[config.mk]
export PLATFORM = sky130hd
export DESIGN_NAME = fetch_unit
export DESIGN_NICKNAME = d
export VERILOG_FILES = /design/src/rtl/riscv_pkg.sv /design/src/rtl/fetch_unit.sv
export SDC_FILE = /design/constraint.sdc
export NUM_CORES = 1
export LEC_CHECK = 0
export CAP_MARGIN = 5
export CORE_MARGIN = 5
export CORE_UTILIZATION = 45
export DETAILED_ROUTE_END_ITERATION = 10
export DONT_BUFFER_PORTS = 1
export GPL_TIMING_DRIVEN = 0
export HOLD_SLACK_MARGIN = 0.12
export PLACE_DENSITY = 0.68
export SETUP_SLACK_MARGIN = 0.5
export SYNTH_ARGS = -nofsm -noshare
export SYNTH_HDL_FRONTEND = slang
export SYNTH_SLANG_ARGS = --single-unit
[constraint.sdc]
create_clock -name clk -period 8.9 [get_ports clk]
set_input_delay 1.335 -clock clk [delete_from_list [all_inputs] [get_ports clk]]
set_output_delay 1.335 -clock clk [all_outputs]
set_load 0.03 [all_outputs]
[src/rtl/riscv_pkg.sv]
// Shared definitions for the RISC-V core front end.
package riscv_pkg;

  // addi x0, x0, 0: the canonical NOP, used to fill pipeline bubbles
  localparam logic [31:0] NOP_INSTR = 32'h0000_0013;

  // Fetch sequencer states
  typedef enum logic [1:0] {
    IDLE  = 2'd0,
    FETCH = 2'd1,
    HOLD  = 2'd2,
    DRAIN = 2'd3
  } fetchStateT;

endpackage : riscv_pkg

[src/rtl/fetch_unit.sv]
// Instruction-fetch front end: fetch PC, variable-latency imem handshake,
// one-entry skid buffer and the F/D pipeline register feeding decode.
module fetch_unit
  import riscv_pkg::*;
#(
  parameter logic [31:0] RESET_PC = 32'h0000_0000
) (
  input  logic        clk,
  input  logic        reset,
  output logic        imem_req,
  output logic [31:0] imem_addr,
  input  logic        imem_ack,
  input  logic [31:0] imem_rdata,
  input  logic        stallD,
  input  logic        flushD,
  input  logic        pc_srcE,
  input  logic [31:0] pc_targetE,
  output logic [31:0] instrD,
  output logic [31:0] pcD,
  output logic [31:0] pcplus4D,
  output logic        validD,
  output logic        fetch_busy
);

  fetchStateT  state;
  logic [31:0] pcF;
  logic [31:0] pcPlus4F;
  logic [31:0] skidInstr;
  logic [31:0] skidPc;
  logic [31:0] redirectTarget;

  logic        ackF;
  logic        fdLoad;
  logic [31:0] fdLoadInstr;
  logic [31:0] fdLoadPc;

  // A request is live in FETCH and DRAIN; the address is simply pcF, which
  // only moves on an accepted ack, so it stays stable across wait states.
  assign imem_req   = (state == FETCH) || (state == DRAIN);
  assign imem_addr  = pcF;
  assign ackF       = imem_req && imem_ack;
  assign fetch_busy = imem_req && !imem_ack;
  assign pcPlus4F   = pcF + 32'd4;

  // Select what, if anything, the F/D register should accept this cycle
  always_comb begin
    fdLoad      = 1'b0;
    fdLoadInstr = imem_rdata;
    fdLoadPc    = pcF;
    case (state)
      FETCH: begin
        if (ackF && !pc_srcE && !stallD && !flushD) begin
          fdLoad      = 1'b1;
          fdLoadInstr = imem_rdata;
          fdLoadPc    = pcF;
        end
      end
      HOLD: begin
        if (!pc_srcE && !stallD && !flushD) begin
          fdLoad      = 1'b1;
          fdLoadInstr = skidInstr;
          fdLoadPc    = skidPc;
        end
      end
      default: begin
        fdLoad = 1'b0;
      end
    endcase
  end

  // Fetch sequencer: PC, skid buffer and pending redirect target
  always_ff @(posedge clk) begin
    if (reset) begin
      state          <= IDLE;
      pcF            <= RESET_PC;
      skidInstr      <= NOP_INSTR;
      skidPc         <= 32'd0;
      redirectTarget <= RESET_PC;
    end else begin
      case (state)
        IDLE: begin
          state <= FETCH;
        end
        FETCH: begin
          if (ackF) begin
            if (pc_srcE) begin
              // word belongs to the wrong path; refetch from the target
              pcF <= pc_targetE;
            end else begin
              pcF <= pcPlus4F;
              if (stallD || flushD) begin
                // decode cannot take the word now; park it
                skidInstr <= imem_rdata;
                skidPc    <= pcF;
                state     <= HOLD;
              end
            end
          end else if (pc_srcE) begin
            // cannot retract the address mid-request; remember where to go
            redirectTarget <= pc_targetE;
            state          <= DRAIN;
          end
        end
        DRAIN: begin
          if (ackF) begin
            pcF   <= pc_srcE ? pc_targetE : redirectTarget;
            state <= FETCH;
          end else if (pc_srcE) begin
            redirectTarget <= pc_targetE;
          end
        end
        HOLD: begin
          if (pc_srcE) begin
            pcF   <= pc_targetE;
            state <= FETCH;
          end else if (!stallD && !flushD) begin
            state <= FETCH;
          end
        end
        default: begin
          state <= IDLE;
        end
      endcase
    end
  end

  // F/D pipeline register: reset > flush > stall > load > bubble
  always_ff @(posedge clk) begin
    if (reset || flushD) begin
      instrD   <= NOP_INSTR;
      pcD      <= 32'd0;
      pcplus4D <= 32'd0;
      validD   <= 1'b0;
    end else if (stallD) begin
      instrD   <= instrD;
      pcD      <= pcD;
      pcplus4D <= pcplus4D;
      validD   <= validD;
    end else if (fdLoad) begin
      instrD   <= fdLoadInstr;
      pcD      <= fdLoadPc;
      pcplus4D <= fdLoadPc + 32'd4;
      validD   <= 1'b1;
    end else begin
      instrD   <= NOP_INSTR;
      pcD      <= 32'd0;
      pcplus4D <= 32'd0;
      validD   <= 1'b0;
    end
  end

endmodule : fetch_unit

# Yosys cells after proc, flatten, opt, wreduce, memory -nomap -nowiden
# Cells that the tools add are included.
# word_totals
register_bits,227
latch_bits,0
ram_bits,0
romBits,0
inputBits,70
n_memories,0
# classes
n_addsub,2
multipliers,0
n_div,0
n_lt_le_gt_ge,0
eq_ne,10
shifts,0
muxes,25
bitwise,2
reduce_logical,22
# op_table
operator,count
$mux 32,12
$pmux 32 s3,1
$add 32x3->32 const B,2
$mux 2,7
$ne 3x3->1 const B,3
$logic_and 1x1->1,8
$pmux 2 s4,1
$reduce_and 4->1,2
$ne 2x2->1 const B,3
$reduce_and 5->1,1
$eq 2x2->1 const B,2
$logic_not 1->1,4
$logic_or 1x1->1,3
$mux 1,3
$ne 3x2->1 const B,1
$reduce_bool 3->1,1
$eq 2x1->1 const B,1
$logic_not 2->1,1
$not 1->1,2
$pmux 1 s2,1
$reduce_and 2->1,1
$reduce_or 2->1,1

# Logic depth before layout (Yosys ltp)
# Gate-level depths: netlist of the first run.
# depth
ltp_word,9
ltp_mapped,15
ltp_nobuf,10

# Worst setup path before layout of the first run
# OpenSTA, ideal clock, no wires.
# synth_path
path_kind,in2reg
start,in stallD
end,reg pcplus4D[24]
setup_time_ns,0.117
arrival_ns,3.912
t_required_ns,8.783
path_slack_ns,4.870
cell_stages,11
path_buffers,4
cell_sequence,or4b_1 > buf_2 > buf_2 > clkbuf_1 > mux2_2 > ha_1 > clkbuf_1 > inv_1 > a211oi_2 > nand4_1 > a32o_1
# synth_between
elab_chain_cells,7
# synth_lines
element,line_no,rtl
"start, declared",fetch_unit.sv:14,"input logic stallD,"
$logic_not 1->1,"fetch_unit.sv:52, fetch_unit.sv:59",
$logic_and 1x1->1 (2 in series),fetch_unit.sv:59,if (!pc_srcE && !stallD && !flushD) begin
$mux 32,fetch_unit.sv:59,
$mux 32,-,
$add 32x3->32,fetch_unit.sv:142,pcplus4D <= fdLoadPc + 32'd4;
$mux 32,fetch_unit.sv:139,end else if (fdLoad) begin
"end signal, assigned",fetch_unit.sv:137,pcplus4D <= pcplus4D;
"end signal, assigned",fetch_unit.sv:142,
"end, declared",fetch_unit.sv:20,"output logic [31:0] pcplus4D,"
# Several ways; a longest one is shown, not always the timed one.
# A chain may end at the register's enable or synchronous reset.

# Worst setup path after layout of the first run
# layout_path
start,reg state[0]
end,reg pcplus4D[24]
# layout_between
elab_chain_cells,9
# layout_lines
element,line_no,rtl
"start, declared",fetch_unit.sv:25,fetchStateT state;
"start signal, assigned",fetch_unit.sv:74,state <= IDLE;
"start signal, assigned",fetch_unit.sv:82,state <= FETCH;
"start signal, assigned",fetch_unit.sv:95,state <= HOLD;
"parallel branches: the longest is 8 deep, another holds $add 32x3->32",-,
$mux 32 *,fetch_unit.sv:139,
# Mark *: on every way between the ends.

==> impl.org, run 1 <==
** Timing
- For the pin with the worst max-slew slack, the measured transition is 1.17 ns.
- The total count of hold-check failures in the final report was 0.
- Worst clock skew :: 0.0121 ns
- Setup repair after global routing left no endpoint under its margin.
- The max-slew violation count came to 0.
- Achievable frequency :: 200 MHz
- After layout, the minimum clock period comes to 5.00 ns.
- Worst slew margin relative to its limit :: 21.5%
- Ratio of final minimum period to clock period :: 56.2%
- Endpoints failing setup :: 0
- Total Neg Setup Slack :: 0 ns

** Clocking
- Hold-fix buffers, CTS :: 0
- The number of setup buffers added after CTS is 0.
- After clock tree synthesis, the clock-pin slew on the worst setup and hold paths is 0.06 ns.
- At the later pin of the worst-skew pair, clock insertion delay measures 0.53 ns.
- Buffers from clock root to sink, at most :: 3
- CTS H-tree depth :: 1
- TritonCTS built the clock tree.
- The cell sitting at the root of the clock tree is a clkbuf_16.
- Clock Sink Count :: 225
- Number of buffers added by the clock tree synthesis step :: 26
- Post-cts gate resize count :: 0

** Finish
- Util after Layout :: 51.3%
- Of the cells placed in the final design, the portion with a size suffix greater than 1 is 5.68%.
- Number of nets in the final layout :: 1535
- 0 antenna diodes ended up in the layout.
- Area delta synth->final :: 12.0%

** Pwr
- Net Sw Power :: 0.802 mW
- The internal portion of the total power is 1.85 mW.
- Largest voltage drop on the vdd net :: 0.157 mV
- Sequential share of power :: 43.7%
- Of the total power, the share spent switching nets is 30.2%.
- In this run the power density over the cells is 220 nW/µm².
- Clk pwr share :: 41.7%
- For this design the static power due to leakage is 4.06 nW.
- Relative contribution of combinational cells to total power :: 14.6%

** Global routing
- Vias in the first global route :: 9967
- The initial antenna violation count is 0.
- The first global-routing pass estimated 58000 µm of wire.
- After global routing the overflow that remains totals 0.
- For this run, the total global-route usage over all layers was measured as 27.0%.
- Entering global routing, the biggest net connects 13 pins.

** Flow run
- Max-cap viol count :: 0

** Setup path
- Setup slack on the worst reg-to-reg path comes out at 3.90 ns.
- Classification of the worst setup path :: flop to flop
- The worst register-to-register path begins at state[0].
- Critical path startpoint category :: flop
- At the worst endpoint, the required time is 9.32 ns.
- Data arrival, critical path :: 5.42 ns
- The most critical setup path has its startpoint at state[0].
- Largest fanout of any net on the critical path :: 10
- Crit path capture type :: flop

** Floorplanning
- Area inside the core boundary :: 23500 µm²
- Once the floorplan was initialized, standard cells occupied 45.8% of the core.
- Width of the die :: 165 µm
- 201 I/O pins were placed.
- Full die area :: 27100 µm²
- Cell row count :: 56
- Vertical die dimension :: 165 µm

** Synth
- Top cells by area in the synthesized netlist :: dfxtp_1, nand2_1, a21oi_1
- dfxtp_1 takes more of the synthesized area than any other cell.
- The share of the Yosys chip area taken by registers is 41.9%.
- Post-Synthesis Mean Instance Area :: 7.51 µm²
- Number of distinct library cell variants in the gate-level netlist after synthesis :: 74
- Post-Synthesis Net Count :: 1507
- The share of synthesized area in the top cell type comes to 41.9%.
- Count of state elements after synthesis :: 225
- The synthesized design contains 0 enable-type register cells.
- The most used flip-flop cell after synthesis is dfxtp_1.
- In this run the cell area of the synthesized design comes to 10800 µm².
- Async S/R FF share, synth :: 0%
- Yosys printed 0 warnings.
- Count of mapped cells out of synthesis :: 1431

** Place
- During placement, the flow inserted port buffers numbering 0.
- HPWL after detailed placement :: 28300 µm
- Final weighted congestion in routability-driven placement :: 0.921

** Detailed routing
- The first routing iteration left 1015 violations.
- Count of antenna-violating nets left after detailed routing :: 0
- WL/cell :: 21.1 µm
- Vias :: 10703
- Via count normalized by instance count :: 5.96
- For this block, the routed nets add up to 37800 µm of wire.
- The first detailed-routing pass ran for 6 iterations.
- DRC :: 0

** Hold path
- In this run the worst hold path is classified as flop to flop.
- In this run the most critical hold path is launched from skidInstr[30].

** Run status
- The flow ran to the end, and the final reports show no timing, DRC or antenna violations.
## area by class of cell
| type | instances | area, µm² |
|---|---|---|
| clock buffers | 37 | 763 |
| flip-flops and latches | 225 | 4500 |
| plain buffers | 124 | 489 |
| multi-input cells | 1072 | 5720 |
| clock inverters | 10 | 129 |
| well taps | 319 | 399 |
| inverters | 10 | 37.5 |
| fillers | 2297 | 11400 |
## kinds of logic after synthesis
group	synth area share, %
and+or+nand+nor	25.7
buffers and inverters	4.90
AOI/OAI and AO/OA	22.7
xor gates and xnor gates	1.47
muxes	2.63
DFF	41.9
adders and majority gates	0.698
## per-layer routing
layer / routed length, µm / GRT usage, % / part of all wire (%)
met5: 0 / 0 / 0
met4: 1220 / 9.00 / 3.2
met3: 4440 / 7.71 / 12
met2: 16100 / 40.1 / 42
met1: 16100 / 37.8 / 43
## per-stage QoR
| step | std cells | cell area [µm²] | hold slack (ns) | worst slack, ns | power (mW) |
|---|---|---|---|---|---|
| CTS | 1797 | 12000 | 0.454 | 4.05 | 2.65 |
| finish | 1797 | 12000 | 0.454 | 3.90 | 2.65 |
| floorplan | 1431 | 10800 | 0.436 | 4.87 | 1.42 |
| detailed placement | 1750 | 11200 | 0.446 | 3.78 | 1.55 |
| global route | 1797 | 12000 | 0.468 | 3.71 | 2.75 |
| global placement | 1750 | 11200 | 0.442 | 3.85 | 1.55 |
## worst max-delay path: stages, from the launching register on
cell and delay [ns]:
dfxtp_1 0.35, inv_1 0.11, ha_1 0.16, clkbuf_1 0.40, nor4b_2 0.90, buf_2 0.40
buf_2 0.30, buf_2 0.29, nand2_1 0.08, nand2_1 0.15, ha_1 0.17, clkbuf_1 0.38
inv_1 0.17, a211oi_2 0.59, nand4_1 0.17, a32o_1 0.28
## state kept, by name (all words and copies together) (netlist names)
name and flops:
validD 1, imem_addr 32, skidInstr 32, skidPc 32, pcD 32, instrD 32
redirectTarget 32, state 2, pcplus4D 30
## synthesized netlist by cell type, types with 10 or more instances
cell	count
nand2_1	365
dfxtp_1	225
a21oi_1	200
nor2_1	108
clkbuf_1	101
o21ai_0	44
a22oi_1	30
nand3_1	28
nand4_1	22
nor3_1	22
mux2i_1	19
a221oi_1	14
or3_1	12
a211oi_1	11
nor4_1	11
buf_1	10
buf_2	10
xor2_1	10
## cells in the final DEF, fill, tap and decap left out, types with 9 or more instances in the layout
cell,Yosys,final
xor2_1,10,10
nor4_1,11,11
nand2_1,365,365
buf_2,10,10
clkbuf_16,0,27
or3_1,12,12
mux2i_1,19,19
nor2_1,108,108
o21ai_0,44,44
a21oi_1,200,200
clkbuf_1,101,106
buf_1,10,10
nand3_1,28,28
a31oi_1,9,9
dfxtp_1,225,225
inv_1,9,9
nand4_1,22,22
a22oi_1,30,30
nor3_1,22,22
a221oi_1,14,14
a211oi_1,11,11
## power groups by stage
stage               sequential, mW  clock, mW  combinational [mW]
finish                        1.16       1.11               0.386
global route                  1.16       1.16               0.423
CTS                           1.16       1.12               0.375
detailed placement            1.18          0               0.372
global placement              1.18          0               0.369
floorplan                     1.15          0               0.267
## worst paths after layout
| check | end | cells past startpoint |
|---|---|---|
| max | pcplus4D[24] | 15 |
| min | skidInstr[30] | 2 |
| max reg2reg | pcplus4D[24] | 15 |
| min reg2reg | skidInstr[30] | 2 |
Power figures use the tool's default switching activity.
==> run 2, diff against run 1 <==
==> constraint.sdc (replaced) <==
create_clock -name clk -period 4.94 [get_ports clk]
set_input_delay 0.741 -clock clk [delete_from_list [all_inputs] [get_ports clk]]
set_output_delay 0.741 -clock clk [all_outputs]
set_load 0.03 [all_outputs]
==> impl.org, run 2 (synthesis gave the netlist of run 1 again) <==
** Detailed routing
- WL/cell :: 21.1 µm (about the same)
- Top routing layer in use :: met4 (unchanged)
- TritonRoute pass-1 iters :: 5 (was 6)
- The number of DRC violations after detailed-routing iteration 0 came to 1060 (was 1015).
- Met2 WL :: 16100 µm (about the same)
- Drt total wl :: 37900 µm (was 37800 µm)
- The number of nets with antenna violations after detailed routing came to 0 (unchanged).
- The via count normalized by instance count was 5.98 (was 5.96).
- The number of design rule violations left after detail routing is 0 (unchanged).
- Routed metal-1 wirelength :: 15900 µm (was 16100 µm)
- Vias :: 10759 (was 10703)
- The sum of met3 wire segment lengths after detailed routing is 4720 µm (was 4440 µm).

** Finish
- Layout cell share with drive strength beyond 1 :: 5.95% (was 5.68%)
- The fill cell total of the finished layout came to 2299 (was 2297).
- The number of diodes was 0 (unchanged).
- The leading cell type in the layout, fill and taps excluded is nand2_1 (unchanged).
- Leading cell types in the layout, fill and taps excluded: nand2_1, dfxtp_1, a21oi_1, nor2_1, clkbuf_1 (unchanged).
- Util after Layout :: 51.4% (was 51.3%)
- The relative area change from synthesis to final layout is 12.3% (was 12.0%).
- The final instance area was 12100 µm² (was 12000 µm²).
- The number of nets in the finished design came to 1536 (was 1535).

** Clocking
- Hold-fix buffers, CTS :: 0 (unchanged)
- Clock transition at path regs :: 0.06 ns (about the same)
- Clock Sink Count :: 225 (unchanged)
- The number of buffers inserted during clock tree synthesis is 26 (unchanged).
- CTS H-tree depth :: 1 (unchanged)
- CTS tree :: done (unchanged)
- The latest clock arrival within the worst-skew pair was 0.53 ns (about the same).
- Cell chosen for the clock root :: clkbuf_16 (unchanged)
- The deepest clock path buffer count was 3 (unchanged).

** Place
- Dpl cell area :: 11200 µm² (unchanged)
- The sum of net half-perimeters after detailed placement was 28300 µm (unchanged).
- Number of buffer cells added on primary ports :: 0 (unchanged)
- Final weighted congestion in routability-driven placement :: 0.921 (unchanged)

** Pwr
- Ratio of total power to cell area :: 396 nW/µm² (was 220 nW/µm²)
- The leakage power figure came to 4.08 nW (was 4.06 nW).
- The worst voltage drop across the vdd grid was 0.282 mV (was 0.157 mV).

** Hold path
- Class of the tightest hold or removal check :: primary input to flop (was flop to flop)
- Worst hold start :: pc_targetE[24] (was skidInstr[30])

** Floorplanning
- The initial core utilization came to 45.8% (unchanged).
- Vertical die dimension :: 165 µm (unchanged)
- The area enclosed by the die boundary is 27100 µm² (unchanged).
- Cell row count :: 56 (unchanged)
- The placeable core region was 23500 µm² (unchanged).
- The number of placed I/O pins came to 201 (unchanged).
- The die outline width was 165 µm (unchanged).

** Setup path
- The endpoint arrival time on the critical path is 4.52 ns (was 5.42 ns).
- The sort of element at the start of the critical path was a flop (unchanged).
- Crit path capture type :: flop (unchanged)
- Largest fanout of any net on the critical path :: 10 (unchanged)
- Classification of the worst setup path :: flop to flop (unchanged)
- The beginning of the critical path was state[0] (unchanged).
- Worst flop-to-flop path startpoint :: state[0] (unchanged)
- Required time worst endpoint :: 5.36 ns (was 9.32 ns)

** Timing
- Worst slew margin relative to its limit :: 20.8% (was 21.5%)
- The final-layout worst hold slack is 0.342 ns (was 0.454 ns).
- The final period demand of the worst path is 4.11 ns (was 5.00 ns).
- The fraction of the cycle the final worst path needs came to 83.1% (was 56.2%).
- The max-slew violation count was 0 (unchanged).
- Total Neg Setup Slack :: 0 ns (unchanged)
- The transition time at the pin with the least slew margin was 1.18 ns (was 1.17 ns).
- Unrepaired setup endpoints after global routing :: no (unchanged)
- Worst clock skew :: 0.0121 ns (about the same)
- Achievable frequency :: 243 MHz (was 200 MHz)
- Endpoints failing setup :: 0 (unchanged)
- Final Hold Vio Count :: 0 (unchanged)

** Global routing
- The number of global-route vias before repair came to 9969 (was 9967).
- The first-pass GRT wire length was 58100 µm (was 58000 µm).
- The global-route total usage across every layer was 27.0% (about the same).
- The pin count of the biggest net entering global routing came to 13 (unchanged).
- Total congestion overflow after global routing :: 0 (unchanged)
- Initial antenna violation count :: 0 (unchanged)

** Flow run
- The number of violations of the max-capacitance limit was 0 (unchanged).

** Run status
- Outcome: completed (unchanged).
## run 2: worst max-delay path, cell delays in order (launching register included)
cell      delay [ns]
dfxtp_1         0.35
inv_1           0.11
ha_1            0.18
clkbuf_2        0.26
nor4b_4         0.36
buf_2           0.32
buf_2           0.30
buf_2           0.28
nand2_1         0.08
nand2_1         0.15
ha_1            0.17
clkbuf_1        0.37
inv_1           0.19
a211oi_4        0.46
nand4_1         0.15
a32o_1          0.27
## run 2: final cells by class
type / instances / area, µm² / area share [%]
multi-input cells: 1072 / 5740 / 47.5
flip-flops and latches: 225 / 4500 / 37.3
clock buffers: 37 / 763 / 6.32
plain buffers: 124 / 493 / 4.08
well taps: 319 / 399 / 3.31
clock inverters: 10 / 129 / 1.07
inverters: 10 / 37.5 / 0.311
repair buffers: 1 / 7.51 / 0.0622
## run 2: routing by layer
layer | global-route usage (%) | vias to the layer above
li1 | - | 5083
met1 | 37.9 | 5006
met2 | 40.1 | 588
met3 | 7.69 | 82
met4 | 9.00 | 0
met5 | 0 | -
## run 2: path summary, 6_finish.rpt
path	depth (start not counted)	end	slack [ns]
worst max-delay path	15	pcplus4D[24]	0.83
worst min-delay path	2	redirectTarget[24]	0.34
worst max register to register	15	pcplus4D[24]	0.83
worst min register to register	2	skidInstr[25]	0.45
## run 2: power breakdown
part | internal, mW | switching (mW)
Sequential | 1.89 | 0.198
Clock | 1.23 | 0.772
Combinational | 0.218 | 0.478
Total | 3.34 | 1.45
## run 2: repair_timing
action / 4_1_cts / 5_1_grt
buffers inserted: 1 / 0
hold endpoints to repair: 0 / 0
resized for setup: 2 / 5
endpoints found under the setup margin: 5 / 4
## run 2: metrics by stage
| step | setup slack [ns] | instances | power (mW) |
|---|---|---|---|
| floorplan | 1.50 | 1431 | 2.56 |
| global placement | 0.196 | 1750 | 2.79 |
| detailed placement | 0.151 | 1750 | 2.80 |
| CTS | 0.572 | 1798 | 4.78 |
| global route | 0.587 | 1798 | 4.95 |
| finish | 0.833 | 1798 | 4.78 |
==> run 3, diff against run 2 <==
--- a/config.mk
+++ b/config.mk
@@ -5,6 +5,7 @@
 export SDC_FILE = /design/constraint.sdc
 export NUM_CORES = 1
 export LEC_CHECK = 0
+export ABC_AREA = 1
 export CAP_MARGIN = 5
 export CORE_MARGIN = 5
 export CORE_UTILIZATION = 45
==> constraint.sdc (replaced) <==
create_clock -name clk -period 4.2 [get_ports clk]
set_input_delay 0.63 -clock clk [delete_from_list [all_inputs] [get_ports clk]]
set_output_delay 0.63 -clock clk [all_outputs]
set_load 0.03 [all_outputs]
==> impl.org, run 3 <==
** Global routing
- The global-route total usage across every layer is 25.9% (was 27.0%).
- The number of global-route vias before repair came to 10750 (was 9969).
- Largest net degree at the start of global routing :: 13 (unchanged)
- Global-route wire length before repair :: 59600 µm (was 58100 µm)
- Total congestion overflow after global routing :: 0 (unchanged)
- The initial antenna violation count came to 0 (unchanged).

** Setup path
- The endpoint arrival time on the critical path is 2.90 ns (was 4.52 ns).
- Critical Path Stages :: 7 (was 15)
- The critical-path maximum fanout was 10 (unchanged).
- Worst flop-to-flop path startpoint :: state[0] (unchanged)
- R2r worst-path depth :: 12 (was 15)
- The critical path capture point was fetch_busy (was pcplus4D[24]).
- Critical path, cell by cell: ha_1, buf_2, inv_1, nand2_1, nand2_2, inv_1, buf_1 (was inv_1, ha_1, clkbuf_2, nor4b_4, buf_2, buf_2, buf_2, nand2_1, nand2_1, ha_1, clkbuf_1, inv_1, a211oi_4, nand4_1, a32o_1).
- The kind of cell adding the most delay to the critical path was buffers and inverters (unchanged).
- The setup slack on the worst flop-to-flop path is 1.21 ns (was 0.83 ns).
- The type of destination of the critical path is an output pin (was flop).
- The data required time at the worst endpoint came to 3.57 ns (was 5.36 ns).
- Slowest CP cell :: buf_1 (was a211oi_4)
- Startpoint of the worst setup timing path :: state[0] (unchanged)
- Critical register-to-register path endpoint :: imem_addr[18] (was pcplus4D[24])
- Critical path startpoint category :: flop (unchanged)
- Delay contributed by the slowest stage of the critical path :: 0.73 ns (was 0.46 ns)
- The number of buffers and inverters on the critical path was 4 (was 7).
- The critical path class is flop to output pin (was flop to flop).
- The cell with the most instances on the worst path is inv_1 (was buf_2).

** Pwr
- The leakage power figure was 4.68 nW (was 4.08 nW).
- Largest voltage drop on the vdd net :: 0.381 mV (was 0.282 mV)
- Ratio of total power to cell area :: 472 nW/µm² (was 396 nW/µm²)
- The total chip power is 5.96 mW (was 4.78 mW).

** Hold path
- Class of the tightest hold or removal check :: primary input to flop (unchanged)

** Timing
- Unrepaired setup endpoints after global routing :: no (unchanged)
- Final Hold Vio Count :: 0 (unchanged)
- Worst clock skew :: 0.0108 ns (was 0.0121 ns)
- Worst Max-Slew Pin Slew :: 0.929 ns (was 1.18 ns)
- Ratio of final minimum period to clock period :: 84.1%
- The final number of setup-violating endpoints is 0 (unchanged).
- Worst slew margin relative to its limit :: 38.1% (was 20.8%)
- The setup total negative slack was 0 ns (unchanged).
- Max-slew violations :: 0 (unchanged)
- Based on the critical path, the design can be clocked at up to 283 MHz.
- Min Hold Slack :: 0.162 ns (was 0.342 ns)
- Crit path time final :: 3.53 ns

** Synth
- Most instantiated cells after synthesis :: nand2_1, dfxtp_1, a21oi_1, nor2_1, o21ai_0 (was nand2_1, dfxtp_1, a21oi_1, nor2_1, clkbuf_1)
- The number of nets in the synthesized netlist was 1761 (was 1507).
- The fraction of the yosys area taken by sequential cells was 39.7% (was 41.9%).
- Post-Synthesis Mean Instance Area :: 6.74 µm² (was 7.51 µm²)
- Top cells by area in the synthesized netlist :: dfxtp_1, nand2_1, a21oi_1 (unchanged)
- YS warnings :: 0 (unchanged)
- Post-synthesis cell type with the largest combined area :: dfxtp_1 (unchanged)
- Number of distinct library cell variants in the gate-level netlist after synthesis :: 38 (was 74)
- The synthesized cell area is 11400 µm² (was 10800 µm²).
- Count of mapped cells out of synthesis :: 1685 (was 1431)
- The area share of the leading cell type in the synthesized netlist came to 39.7% (was 41.9%).
- The share of synthesized flip-flops with an asynchronous set or reset is 0% (unchanged).
- The most instantiated library cell after synthesis is nand2_1 (unchanged).
- The synthesis-stage register bit count is 225 (unchanged).
- The top flip-flop cell by instance count after synthesis is dfxtp_1 (unchanged).
- EDFF count, synth :: 0 (unchanged)

** Detailed routing
- Vias :: 11544 (was 10759)
- Via count normalized by instance count :: 5.60 (was 5.98)
- DR iter-0 viols :: 1119 (was 1060)
- The total wire length after detailed routing is 38600 µm (was 37900 µm).
- TritonRoute pass-1 iters :: 6 (was 5)
- The number of design rule violations left after detail routing is 0 (unchanged).
- The number of nets with antenna violations after detailed routing was 0 (unchanged).
- WL/cell :: 18.7 µm (was 21.1 µm)

** Clocking
- Clock Sink Count :: 225 (unchanged)
- The level count of the clock H-tree is 1 (unchanged).
- The deepest clock path buffer count came to 3 (unchanged).
- Worst skew pair latency :: 0.53 ns (about the same)
- CTS tree :: done (unchanged)
- The buffer count from post-CTS setup fixing came to 0 (was 1).
- The post-cts hold buffer count came to 0 (unchanged).
- Cell chosen for the clock root :: clkbuf_16 (unchanged)
- The clock slew at the register clock pins of the worst setup and hold paths was 0.06 ns (about the same).
- The number of buffers inserted during clock tree synthesis is 26 (unchanged).
- The quantity of gates resized following cts was 0 (was 2).

** Finish
- Post-route design area :: 12600 µm² (was 12100 µm²)
- Area delta synth->final :: 11.0% (was 12.3%)
- Leading cell types in the layout, fill and taps excluded: nand2_1, dfxtp_1, a21oi_1, o21ai_0, nor2_1 (was nand2_1, dfxtp_1, a21oi_1, nor2_1, clkbuf_1).
- The share of the core filled with cells came to 50.4% (was 51.4%).
- The number of nets in the finished design is 1789 (was 1536).
- The number of diodes is 0 (unchanged).
- The share of post-route cells with drive strength above 1 is 8.20% (was 5.95%).
- The leading cell type in the layout, fill and taps excluded is nand2_1 (unchanged).

** Place
- The sum of net half-perimeters after detailed placement is 29300 µm (was 28300 µm).
- Number of buffer cells added on primary ports :: 0 (unchanged)
- The placer's final routability congestion estimate came to 0.967 (was 0.921).
- Dpl cell area :: 11800 µm² (was 11200 µm²)

** Floorplanning
- The placeable core region came to 25000 µm² (was 23500 µm²).
- The number of rows in the core area came to 58 (was 56).
- The y dimension of the die came to 169 µm (was 165 µm).
- The area enclosed by the die boundary is 28500 µm² (was 27100 µm²).
- The initial core utilization was 45.4% (was 45.8%).
- The number of placed I/O pins is 201 (unchanged).
- Width of the die :: 169 µm (was 165 µm)

** Flow run
- The number of violations of the max-capacitance limit is 0 (unchanged).

** Run status
- Outcome: completed (unchanged).
[run 3: where the power goes]
| group | total, mW | internal, mW | switching, mW |
|---|---|---|---|
| Combinational | 1.08 | 0.312 | 0.771 |
| Sequential | 2.67 | 2.29 | 0.376 |
| Clock | 2.20 | 1.30 | 0.906 |
[run 3: per-stage QoR]
| stage | setup slack [ns] | std cells |
|---|---|---|
| 6_report | 0.669 | 2061 |
| 5_1_grt | 0.556 | 2061 |
| 4_1_cts | 0.692 | 2061 |
| 3_5_place_dp | 1.28 | 2015 |
| 3_3_place_gp | 1.29 | 2015 |
| 2_1_floorplan | 1.81 | 1685 |
[run 3: layout make-up]
| cell class | instances | area [µm²] |
|---|---|---|
| Fill cell | 2547 | 12400 |
| Tap cell | 330 | 413 |
| Clock inverter | 7 | 46.3 |
| Buffer | 103 | 480 |
| Clock buffer | 39 | 791 |
| Inverter | 101 | 382 |
| Multi-Input combinational cell | 1256 | 5990 |
| Sequential cell | 225 | 4500 |
[run 3: cell families (layout without fill, tap and decap cells)]
group,after synthesis,count (layout),synth area share [%]
DFF,225,225,39.7
and+or+nand+nor,807,807,29.3
AOI/OAI and AO/OA,398,398,18.7
adders and majority gates,6,6,0.661
muxes,30,30,2.97
buffers and inverters,204,250,7.59
xor gates and xnor gates,15,15,1.16
[run 3: worst reg2reg max path: cells and delay by family (launching register included)]
| kind | cells | cell delay, ns |
|---|---|---|
| buffers and inverters | 5 | 1.07 |
| flip-flops | 1 | 0.36 |
| AND/OR/NAND/NOR | 4 | 0.93 |
| adder cells (fa/ha/maj) | 1 | 0.21 |
| AO/OA/AOI/OAI | 2 | 0.35 |
[run 3: per-layer routing]
metal,GRT usage [%],wire length (µm)
met3,7.01,4170
met5,0,0
met2,41.4,17200
met4,8.29,1160
met1,34.0,16100
[run 3: worst min path at each step]
stage,startpoint,endpoint,slack (ns),cells past startpoint
2_1_floorplan,skidInstr[31],skidInstr[31],0.42,2
3_3_place_gp,skidInstr[31],skidInstr[31],0.44,2
3_5_place_dp,skidInstr[31],skidInstr[31],0.44,2
4_1_cts,reset,redirectTarget[12],0.15,1
5_1_grt,reset,redirectTarget[12],0.15,1
6_report,reset,redirectTarget[12],0.16,1
